[src/rtl/bram_uart_dumper.sv]
// Sweeps every RAM address and sends each word out as little-endian 8N1 bytes.
// States: IDLE wait | READ ram_en | CAPTURE latch word | START/DATA/STOP frame | NEXT advance | DONE pulse.
module bram_uart_dumper #(
  parameter int ADDR_WIDTH   = 9,
  parameter int DATA_WIDTH   = 18,
  parameter int CLKS_PER_BIT = 868
) (
  input  logic                  clk,
  input  logic                  rst_n,
  input  logic                  start,
  output logic                  busy,
  output logic                  done,
  output logic                  ram_en,
  output logic [ADDR_WIDTH-1:0] ram_addr,
  input  logic [DATA_WIDTH-1:0] ram_data,
  output logic                  tx
);

  localparam int NBYTES = (DATA_WIDTH + 7) / 8;
  localparam int WORD_W = NBYTES * 8;
  localparam int CNT_W  = (CLKS_PER_BIT > 1) ? $clog2(CLKS_PER_BIT) : 1;
  localparam int BIDX_W = (NBYTES > 1) ? $clog2(NBYTES) : 1;
  localparam logic [CNT_W-1:0]  CNT_TC    = CNT_W'(CLKS_PER_BIT - 1);
  localparam logic [BIDX_W-1:0] BYTE_LAST = BIDX_W'(NBYTES - 1);

  typedef enum logic [2:0] {
    S_IDLE, S_READ, S_CAPTURE, S_START, S_DATA, S_STOP, S_NEXT, S_DONE
  } state_t;

  state_t              state_q, state_d;
  logic [ADDR_WIDTH-1:0] addr_q, addr_d;
  logic [WORD_W-1:0]   word_q, word_d;
  logic [BIDX_W-1:0]   byte_q, byte_d;
  logic [2:0]          bit_q, bit_d;
  logic [CNT_W-1:0]    cnt_q, cnt_d;
  logic                tx_q, tx_d;
  logic                busy_q, busy_d;
  logic                done_q, done_d;
  logic                en_q, en_d;
  logic                bit_tc;
  logic [7:0]          cur_byte;
  logic [2:0]          bit_nxt;

  // The word is shifted down one byte per frame, so the active byte is always the low one.
  assign cur_byte = word_q[7:0];
  assign bit_nxt  = bit_q + 3'd1;
  assign bit_tc   = (cnt_q == CNT_TC);

  always_comb begin
    state_d = state_q;
    addr_d  = addr_q;
    word_d  = word_q;
    byte_d  = byte_q;
    bit_d   = bit_q;
    cnt_d   = cnt_q;
    tx_d    = tx_q;
    busy_d  = busy_q;
    done_d  = 1'b0;
    en_d    = 1'b0;
    case (state_q)
      S_IDLE: if (start) begin
        state_d = S_READ;
        addr_d  = '0;
        busy_d  = 1'b1;
        en_d    = 1'b1;
      end
      S_READ: state_d = S_CAPTURE;
      S_CAPTURE: begin
        word_d  = WORD_W'(ram_data);
        byte_d  = '0;
        cnt_d   = '0;
        tx_d    = 1'b0;
        state_d = S_START;
      end
      S_START: if (bit_tc) begin
        cnt_d   = '0;
        bit_d   = 3'd0;
        tx_d    = cur_byte[0];
        state_d = S_DATA;
      end else cnt_d = cnt_q + 1'b1;
      S_DATA: if (bit_tc) begin
        cnt_d = '0;
        if (bit_q == 3'd7) begin
          tx_d    = 1'b1;
          state_d = S_STOP;
        end else begin
          bit_d = bit_nxt;
          tx_d  = cur_byte[bit_nxt];
        end
      end else cnt_d = cnt_q + 1'b1;
      S_STOP: if (bit_tc) begin
        cnt_d = '0;
        if (byte_q == BYTE_LAST) state_d = S_NEXT;
        else begin
          byte_d  = byte_q + 1'b1;
          word_d  = word_q >> 8;
          tx_d    = 1'b0;
          state_d = S_START;
        end
      end else cnt_d = cnt_q + 1'b1;
      S_NEXT: if (addr_q == '1) begin
        done_d  = 1'b1;
        busy_d  = 1'b0;
        state_d = S_DONE;
      end else begin
        addr_d  = addr_q + 1'b1;
        en_d    = 1'b1;
        state_d = S_READ;
      end
      S_DONE:  state_d = S_IDLE;
      default: state_d = S_IDLE;
    endcase
  end

  always_ff @(posedge clk) begin
    if (!rst_n) begin
      state_q <= S_IDLE;
      addr_q  <= '0;
      word_q  <= '0;
      byte_q  <= '0;
      bit_q   <= '0;
      cnt_q   <= '0;
      tx_q    <= 1'b1;
      busy_q  <= 1'b0;
      done_q  <= 1'b0;
      en_q    <= 1'b0;
    end else begin
      state_q <= state_d;
      addr_q  <= addr_d;
      word_q  <= word_d;
      byte_q  <= byte_d;
      bit_q   <= bit_d;
      cnt_q   <= cnt_d;
      tx_q    <= tx_d;
      busy_q  <= busy_d;
      done_q  <= done_d;
      en_q    <= en_d;
    end
  end

  assign tx       = tx_q;
  assign busy     = busy_q;
  assign done     = done_q;
  assign ram_en   = en_q;
  assign ram_addr = addr_q;

endmodule

[config.mk]
export PLATFORM = sky130hd
export DESIGN_NAME = bram_uart_dumper
export DESIGN_NICKNAME = d
export VERILOG_FILES = /design/src/rtl/bram_uart_dumper.sv
export SDC_FILE = /design/constraint.sdc
export NUM_CORES = 1
export LEC_CHECK = 0
export BUFFER_PORTS_ARGS = -buffer_cell sky130_fd_sc_hd__buf_2
export CORE_AREA = 2 2 53 93
export CTS_CLUSTER_DIAMETER = 40
export CTS_CLUSTER_SIZE = 10
export DETAILED_ROUTE_END_ITERATION = 10
export DIE_AREA = 0 0 55 95
export GPL_TIMING_DRIVEN = 0
export PLACE_DENSITY = 0.85
export SLEW_MARGIN = 20
export SYNTH_ARGS = -nofsm -noshare
export SYNTH_HDL_FRONTEND = slang
export SYNTH_SLANG_ARGS = --single-unit
[constraint.sdc]
create_clock -name clk -period 2.9 [get_ports clk]
set_clock_uncertainty 0.05 [all_clocks]
set_input_delay 0.435 -clock clk [delete_from_list [all_inputs] [get_ports clk]]
set_output_delay 0.435 -clock clk [all_outputs]
set_load 0.02 [all_outputs]
==> results of run 1 <==
## final timing paths
check,depth (start not counted),endpoint,from
worst min register to register,2,word_q[12],word_q[12]
worst max-delay path,9,ram_addr[7],ram_addr[0]
worst max register to register,9,ram_addr[7],ram_addr[0]
worst min-delay path,3,word_q[12],ram_data[12]
## critical path: cells and delay by family (launching register included)
family                     cells  cell delay (ns)
adders and majority gates      2             0.48
AOI/OAI and AO/OA              2             0.35
and+or+nand+nor                4             0.83
buffers and inverters          1             0.14
DFF                            1             0.36
## through the flow
step | instances | utilization, %
2_1_floorplan | 298 | -
3_3_place_gp | 383 | 59.92
3_5_place_dp | 383 | 59.92
4_1_cts | 391 | 61.76
5_1_grt | 391 | 61.76
6_report | 391 | 61.76
## cells in the mapped netlist, types with 3 or more instances
master / instances
sky130_fd_sc_hd__nand2_1: 29
sky130_fd_sc_hd__nand3b_1: 3
sky130_fd_sc_hd__a211oi_1: 4
sky130_fd_sc_hd__nor2_1: 15
sky130_fd_sc_hd__dfxtp_1: 49
sky130_fd_sc_hd__nand3_1: 35
sky130_fd_sc_hd__o31ai_1: 3
sky130_fd_sc_hd__xnor2_1: 3
sky130_fd_sc_hd__o21ai_0: 4
sky130_fd_sc_hd__nor2b_1: 4
sky130_fd_sc_hd__a311oi_1: 11
sky130_fd_sc_hd__nor3_1: 16
sky130_fd_sc_hd__buf_2: 8
sky130_fd_sc_hd__or3_1: 4
sky130_fd_sc_hd__a31oi_1: 3
sky130_fd_sc_hd__clkbuf_1: 9
sky130_fd_sc_hd__or4_1: 4
sky130_fd_sc_hd__nand2b_1: 3
sky130_fd_sc_hd__inv_1: 10
sky130_fd_sc_hd__ha_1: 6
sky130_fd_sc_hd__and3_1: 3
sky130_fd_sc_hd__o211a_1: 4
sky130_fd_sc_hd__a21oi_1: 26
## power by group
group	switching (mW)	internal (mW)
combinational	0.133	0.0900
clock	0.231	0.171
sequential	0.0279	0.710
## cells by family after synthesis
kind of cell	after synthesis	synth area share (%)
simple gates	133	28.08
compound gates	72	20.19
flops	49	39.38
buf+inv	30	5.224
fa+ha+maj	6	3.013
mux	5	3.064
xor+xnor	3	1.055
## sequential cells by signal, indices dropped and copies added, names as in the netlist
register / count
word_q: 18
cnt_q: 10
ram_addr: 9
bit_q: 3
state_q: 3
byte_q: 2
busy: 1
done: 1
ram_en: 1
tx: 1
## layer usage
metal  wire length, um  vias to the layer above  share of wire (%)  global-route usage, %
met2              3267                       68                 54                  46.53
met1              2383                     1143                 39                  27.69
li1                  -                     1196                  -                      -
met3               282                       14                4.7                  3.797
met4               117                        0                1.9                  11.99
met5                 0                        -                  0                      0
## cell type report
| class | instances | area (um^2) |
|---|---|---|
| Fill cell | 423 | 1737 |
| Multi-Input combinational cell | 219 | 1380 |
| Sequential cell | 49 | 980.9 |
| Timing Repair Buffer | 33 | 165.2 |
| Buffer | 20 | 92.59 |
| Clock buffer | 7 | 76.32 |
| Tap cell | 52 | 65.06 |
| Inverter | 10 | 37.54 |
| Clock inverter | 1 | 7.507 |
==> impl.org, run 1 <==
** Yosys
- After synthesis, the share of flip-flops with an asynchronous set or reset is 0%.
- In this run, synthesis inferred 0 flip-flops with an integrated enable.
- Sequential element share of the synthesized area :: ~40%
- For this run, the number of Yosys warnings is 0.
- Synth top area share :: 39.38%
- Net Count, Synth :: 325
- Largest area contributor in the synthesized netlist :: sky130_fd_sc_hd__dfxtp_1
- Synth Cell Area :: ~2500 um^2
- The most used flip-flop cell after synthesis is sky130_fd_sc_hd__dfxtp_1.
- Number of distinct library cells after synthesis :: 57
- By area the synthesized netlist is led by sky130_fd_sc_hd__dfxtp_1 39%, sky130_fd_sc_hd__nand3_1 7.0%, sky130_fd_sc_hd__a21oi_1 5.2%, sky130_fd_sc_hd__nand2_1 4.4%, sky130_fd_sc_hd__a311oi_1 3.9%.
- Number of cells produced by synthesis :: ~300
- Flip-flop and latch count after synthesis :: 49
- Each instance of the synthesized netlist takes up on average between 8 and 9 um^2.

** STA
- Worst slew pin tran :: ~1.1 ns
- Hold Slack :: 0.3254 ns
- The final number of max-transition violations was 0.
- Setup repair after global routing left no endpoint under its margin.
- Total negative slack for setup checks :: 0 ns
- Final setup slack of the worst path :: 0.6285 ns
- The number of hold violations in the final report was 0.
- The final critical path takes up between 70% and 80% of the cycle.
- Setup violations remaining at the end of the flow were counted as 0.
- The worst path needs 2.271 ns of the cycle, external delays included.
- Max_slew headroom :: 28.96%
- Highest clock frequency the design can meet :: 0.4402 GHz

** Critical path
- The signal on the critical path passes through ha_1 -> nand3_1 -> nor2_1 -> ha_1 -> nand3b_1 -> a21o_1 -> buf_6 -> or4_1 -> a21oi_1.
- For this design, the slowest cell found on the critical path is sky130_fd_sc_hd__or4_1.
- Required time of the critical path :: 3.09 ns
- Most prevalent standard cell on the critical path :: sky130_fd_sc_hd__ha_1
- In this run the worst path has a maximum fanout of 10.
- R2r setup slk :: 0.63 ns
- Startpoint-to-endpoint class of the critical path :: reg2reg
- Arrival time reported for the critical path endpoint :: ~2.5 ns
- Delay contributed by the slowest stage of the critical path :: roughly 0.46 ns
- The worst setup path is launched from a register.
- The worst setup path is captured at a register.

** Route
- Routed length per instance :: around 15 um
- After detailed routing, the number of remaining DRC violations is 0.
- Average via count per standard cell :: 6.192
- The pre-antenna-repair detailed-routing pass consisted of 4 iterations.
- For this block, the initial DRC count from the detailed router was 93.
- Antenna viol nets, final :: 0
- For this block, the via count after detailed routing is between 2000 and 2500.
- The routed design has between 6 and 7 mm of wire.

** Placement
- Routability-driven placement finished with a final weighted congestion of between 0.8 and 0.9.
- In this run the cell area measured after placement is 2721 um^2.
- The count of buffers added on input and output ports is 33.
- OpenSTA, run right after detailed placement, puts the worst setup slack at 0.6415 ns.
- HPWL Detailed :: between 4 and 5 mm

** Clock tree
- Clock latency on the worst-skew pair, taken at its later pin, is around 0.30 ns.
- Buffers inserted to repair hold after CTS numbered 0.
- Clock tree from TritonCTS :: done
- Count of instances resized after the clock tree is built :: 0
- The clock drives approximately 50 sinks.
- In this run the deepest clock path goes through 2 buffers.
- Maximum level of the CTS H-tree :: 2
- Clock tree root buffer cell :: sky130_fd_sc_hd__clkbuf_8
- CTS clk-pin slew, worst paths :: 0.09 ns
- TritonCTS created 5 clock buffers.
- In this run the post-CTS setup repair buffer count came out at 0.

** Hold path
- The path class of the tightest hold or removal check is in2reg.

** Finish
- Leading cell type in the layout, fill and taps excluded :: sky130_fd_sc_hd__dfxtp_1
- Highest-count cells in the layout ignoring fill and taps :: 49 x sky130_fd_sc_hd__dfxtp_1, 41 x sky130_fd_sc_hd__buf_2, 35 x sky130_fd_sc_hd__nand3_1, 29 x sky130_fd_sc_hd__nand2_1, 26 x sky130_fd_sc_hd__a21oi_1
- Post-route design area :: roughly 2800 um^2
- Syn-to-layout area delta :: 12.61%
- In the final layout, the share of cells above drive strength 1 is 15.93%.
- 0 antenna diodes ended up in the layout.
- The net count of the finished layout is between 300 and 400.

** Run
- Max-Cap Viols :: 0

** Global route
- Via count of the first global-routing pass :: approximately 2400
- First-pass GRT wire length :: between 10 and 15 mm
- Summed over all layers, the global routing overflow is 0.
- Maximum number of pins on one net before global-route repair :: 15
- The number of antenna violations at the first check in global routing was 0.
- GRT Util Overall :: 25.78%

** Die
- The floorplan step defined a core boundary enclosing between 4000 and 5000 um^2.
- The die covers 5225 um^2.
- Std-Cell Rows :: 33
- During I/O placement, the number of pins put on the boundary was 34.
- Initial cell density of the core :: 54.85%
- Width of the die :: 55 um
- The floorplan step set the die height to 95 um.

** Outcome
- The run finished with clean final reports.

** Power
- Power density relative to cell area :: around 500 nW/um^2
- The analysis attributes to cell leakage a power of around 1.1 nW.
- VDD IR max :: a little under 400 uV
- Total chip power :: about 1.4 mW
Power figures use the tool's default switching activity.
==> inputs of run 2 (changes only) <==
--- a/config.mk
+++ b/config.mk
@@ -5,14 +5,15 @@
 export SDC_FILE = /design/constraint.sdc
 export NUM_CORES = 1
 export LEC_CHECK = 0
+export ABC_AREA = 1
 export BUFFER_PORTS_ARGS = -buffer_cell sky130_fd_sc_hd__buf_2
-export CORE_AREA = 2 2 53 93
+export CORE_AREA = 2 2 54 93
 export CTS_CLUSTER_DIAMETER = 40
 export CTS_CLUSTER_SIZE = 10
 export DETAILED_ROUTE_END_ITERATION = 10
-export DIE_AREA = 0 0 55 95
+export DIE_AREA = 0 0 56 95
 export GPL_TIMING_DRIVEN = 0
-export PLACE_DENSITY = 0.85
+export PLACE_DENSITY = 0.84
 export SLEW_MARGIN = 20
 export SYNTH_ARGS = -nofsm -noshare
 export SYNTH_HDL_FRONTEND = slang
==> constraint.sdc (replaced) <==
create_clock -name clk -period 2.2 [get_ports clk]
set_clock_uncertainty 0.05 [all_clocks]
set_input_delay 0.33 -clock clk [delete_from_list [all_inputs] [get_ports clk]]
set_output_delay 0.33 -clock clk [all_outputs]
set_load 0.02 [all_outputs]
==> run 2 against run 1 <==
- via count rose by 1.3%
- clock-buffer cell count shrank 2
- area after synthesis grew 0.25%
- combinational power rose to 5.4 times the previous value
- clock power increased by 56%
- sequential power is 61% higher
- first-iteration DRC count down 32%
- core utilization fell by 0.53 points
- non-clock buffer count is 10 lower
- critical path depth rose by 2
- critical path type unchanged
==> impl.org, run 2 <==
** Critical path
- Kind of start point of the critical path :: register
- R2r setup slk :: approximately 0.41 ns
- Total buffers and inverters traversed by the critical path :: 2
- Along the worst path, the maximum fanout reaches 8.
- Startpoint-to-endpoint class of the critical path :: reg2reg
- Kind of end point of the critical path :: register
- Required time of the critical path :: about 2.4 ns
- The slowest stage of the critical path belongs to the cell sky130_fd_sc_hd__dfxtp_1.
- Worst-path cell chain :: ha_1 -> nand3_1 -> nor2_1 -> ha_1 -> inv_1 -> nand2_2 -> nand2_4 -> inv_2 -> nor2_1 -> o21ai_1 -> nor2_1
- Number of cells on the worst reg-to-reg path :: 11
- Most prevalent standard cell on the critical path :: sky130_fd_sc_hd__nor2_1
- Worst path top cell family by delay :: simple AND/OR/NAND/NOR gates
- Arrival time reported for the critical path endpoint :: 1.95 ns
- The endpoint identified for the worst register-to-register timing path is ram_addr[4].
- In this run the critical register-to-register path is launched from ram_addr[0].
- The largest single stage delay on the critical path is 0.40 ns.

** STA
- Number of setup violations in the final report :: 0
- Total negative slack for setup checks :: 0 ns
- Min Tclk post-route :: 1.794 ns
- Setup repair after global routing left no endpoint under its margin.
- The final number of max-transition violations came to 0.
- Highest clock frequency the design can meet :: 0.5573 GHz
- Max_slew headroom :: around two thirds
- Final worst-path cycle share :: 81.56%
- The number of hold violations in the final report came to 0.
- At the pin with the least slew margin, the transition time is ~0.5 ns.

** Finish
- Leading cell type in the layout, fill and taps excluded :: sky130_fd_sc_hd__nand2_1
- The register with the most flip-flops in the layout has 18 of them.
- Syn-to-layout area delta :: 13.38%
- Storage element area :: between 900 and 1000 um^2
- Area of the multi-input gates :: ~1300 um^2
- Of the cells placed in the final design, the portion with a size suffix greater than 1 is 13.48%.
- Register ranked first by flip-flop count :: word_q
- Highest-count cells in the layout ignoring fill and taps :: 106 x sky130_fd_sc_hd__nand2_1, 69 x sky130_fd_sc_hd__nor2_1, 49 x sky130_fd_sc_hd__dfxtp_1, 38 x sky130_fd_sc_hd__inv_1, 36 x sky130_fd_sc_hd__buf_2
- The number of antenna diodes in the final layout is 0.
- Number of nets in the final layout :: between 400 and 500
- # fillers :: approximately 440

** Yosys
- Dominant register cell in the synthesized netlist :: sky130_fd_sc_hd__dfxtp_1
- Mux cell area share after synthesis :: 0%
- YS warnings :: 0
- Dominant cell by count in the synthesized netlist :: sky130_fd_sc_hd__nand2_1
- After synthesis, the largest family of logic cells by area is simple AND/OR/NAND/NOR gates.
- Of the synthesized area, sequential elements account for about two fifths.
- Flip-flop and latch count after synthesis :: 49
- Summing the areas of all fa, ha and maj instances in the mapped netlist gives between 3 and 4% of the synthesized area.
- The number of nets in the synthesized netlist is slightly above 400.
- Yosys mapped a number of flops with a built-in enable equal to 0.
- Number of cells produced by synthesis :: 383
- In the synthesized netlist the async set-or-reset flop fraction comes to 0%.
- After Yosys synthesis, and, or, nand and nor cells account for ~36% of the synthesized area.
- The cell area that synthesis handed to floorplanning was 2497 um^2.
- Synthesized-area fraction occupied by ao, oa, aoi and oai cells :: 11.77%
- The top cell type by area accounts for between 30% and 40% of the synthesized area.
- Per-instance average area after synthesis :: 6.521 um^2
- Summed over all instances, the cell type with the most area after synthesis is sky130_fd_sc_hd__dfxtp_1.
- By area the synthesized netlist is led by sky130_fd_sc_hd__dfxtp_1 39%, sky130_fd_sc_hd__nand2_1 16%, sky130_fd_sc_hd__nor2_1 10%, sky130_fd_sc_hd__nand3_1 6.4%, sky130_fd_sc_hd__inv_1 5.7%.
- By count the netlist is led by 106 x sky130_fd_sc_hd__nand2_1, 69 x sky130_fd_sc_hd__nor2_1, 49 x sky130_fd_sc_hd__dfxtp_1.
- In this run, distinct cell masters in the synthesized netlist total 24.
- Post-Synth XOR/XNOR Area :: around 1.4%

** Clock tree
- Buffers inserted during clock tree synthesis total 5.
- Maximum level of the CTS H-tree :: 2
- In this run the clock root is driven by a sky130_fd_sc_hd__clkbuf_8.
- The later pin in the worst-skew pair is clocked with a latency of about 0.30 ns.
- Clock sink count :: between 40 and 50
- # Post-CTS Setup Buffers :: 0
- Clock-pin slew was measured on the worst setup and hold paths at 0.09 ns.
- The clock passes through at most 2 buffers.
- Hold-fix buffers, CTS :: 0
- Count of instances resized after the clock tree is built :: 0
- TritonCTS built the clock tree.

** Route
- Average via count per standard cell :: between 5 and 6
- DRT iter0 DRCs :: 63
- Via total after detailed routing :: 2452
- Routed length per instance :: approximately 12 um
- The first TritonRoute pass finished after 4 iterations.
- In this run the remaining antenna-violating nets after routing total 0.
- Total wire length after detailed routing :: roughly 5.5 mm
- For this run, design rule violations remaining after detail routing come to 0.

** Power
- Total chip power :: about 3 mW
- Static leakage :: roughly 1.3 nW
- The worst-case IR drop observed on VDD is 708.2 uV.
- Power density relative to cell area :: around 1100 nW/um^2

** Die
- The core region is between 4000 and 5000 um^2.
- The floorplan step defined a die boundary enclosing 5320 um^2.
- Vertical die dimension :: around 95 um
- Row generation in the floorplan step produced 33 rows.
- Top-level I/O count :: 34
- Width of the die :: ~56 um
- Initial cell density of the core :: a little over half

** Outcome
- The run finished with clean final reports.

** Global route
- The number of antenna violations at the first check in global routing is 0.
- First-pass GRT wire length :: roughly 9.6 mm
- The via count of the first global-routing pass came to 2348.
- Maximum number of pins on one net before global-route repair :: 15
- GRT Util Overall :: ~22%
- Aggregate global routing overflow :: 0

** Placement
- Placer's final routability congestion estimate :: 0.8624
- Number of I/O port buffers :: 33
- Summed over all nets, the half-perimeter wirelength after detailed placement is around 4.2 mm.

** Run
- Across the run, the number of max-cap violations was 0.

** Hold path
- Worst Hold Endpoint :: word_q[10]
- The startpoint identified for the worst hold timing path is ram_data[10].
- Classification of the worst-slack hold path :: in2reg
- Instance count along the most critical hold path :: 3
-- run 2: cell types whose count changed after synthesis, moves of 8 or more --
cell and delta:
sky130_fd_sc_hd__a311oi_1 -11, sky130_fd_sc_hd__inv_1 +28, sky130_fd_sc_hd__nand2_1 +77, sky130_fd_sc_hd__nor2_1 +54, sky130_fd_sc_hd__nor3_1 -16, sky130_fd_sc_hd__o21ai_0 +13, sky130_fd_sc_hd__o21ai_1 +8
-- run 2: logic make-up after synthesis --
group           after synthesis
simple gates                218
compound gates               56
buf+inv                      50
flops                        49
fa+ha+maj                     6
xor+xnor                      4
-- run 2: worst reg2reg max path, cell delays in order, from the launching register on --
cell and delay (ns):
sky130_fd_sc_hd__dfxtp_1 0.40, sky130_fd_sc_hd__ha_1 0.19, sky130_fd_sc_hd__nand3_1 0.12, sky130_fd_sc_hd__nor2_1 0.14
sky130_fd_sc_hd__ha_1 0.17, sky130_fd_sc_hd__inv_1 0.06, sky130_fd_sc_hd__nand2_2 0.11, sky130_fd_sc_hd__nand2_4 0.10
sky130_fd_sc_hd__inv_2 0.13, sky130_fd_sc_hd__nor2_1 0.05, sky130_fd_sc_hd__o21ai_1 0.12, sky130_fd_sc_hd__nor2_1 0.05
-- run 2: metal layers --
metal	share of wire [%]	track usage, %
met5	0	0
met4	1.7	10.91
met3	2.9	3.699
met2	56	42.94
met1	40	22.12
-- run 2: stage by stage --
| stage | worst slack (ns) | cell area (um^2) | instances | util (%) | hold slack [ns] |
|---|---|---|---|---|---|
| floorplan | 0.4753 | 2497 | 383 | - | 0.3902 |
| global placement | 0.4457 | 2728 | 468 | 58.98 | 0.3973 |
| detailed placement | 0.4049 | 2728 | 468 | 58.98 | 0.4030 |
| CTS | 0.3856 | 2831 | 475 | 61.23 | 0.2325 |
| global route | 0.2395 | 2831 | 475 | 61.23 | 0.2535 |
| finish | 0.4056 | 2831 | 475 | 61.23 | 0.2335 |
-- run 2: how the worst max path moves through the flow --
stage           startpoint     endpoint  slack, ns  cells past startpoint
2_1_floorplan  ram_addr[0]  ram_addr[4]       0.48                     11
3_3_place_gp   ram_addr[0]  ram_addr[4]       0.45                     11
3_5_place_dp   ram_addr[0]  ram_addr[4]       0.40                     11
4_1_cts        ram_addr[0]  ram_addr[4]       0.39                     11
5_1_grt        ram_addr[0]  ram_addr[4]       0.24                     11
6_report       ram_addr[0]  ram_addr[4]       0.41                     11
-- run 2: report_power, final --
part | switching, mW | internal (mW)
sequential | 0.121 | 1.07
combinational | 0.792 | 0.418
clock | 0.296 | 0.331
total | 1.21 | 1.82
-- run 2: area by class of cell --
| cell class | count | area share [%] |
|---|---|---|
| plain buffers | 10 | 1.989 |
| flip-flops and latches | 49 | 34.64 |
| repair buffers | 33 | 5.833 |
| well taps | 52 | 2.298 |
| inverters | 40 | 5.303 |
| multi-input cells | 284 | 46.27 |
| clock inverters | 2 | 1.237 |
| clock buffers | 5 | 2.430 |
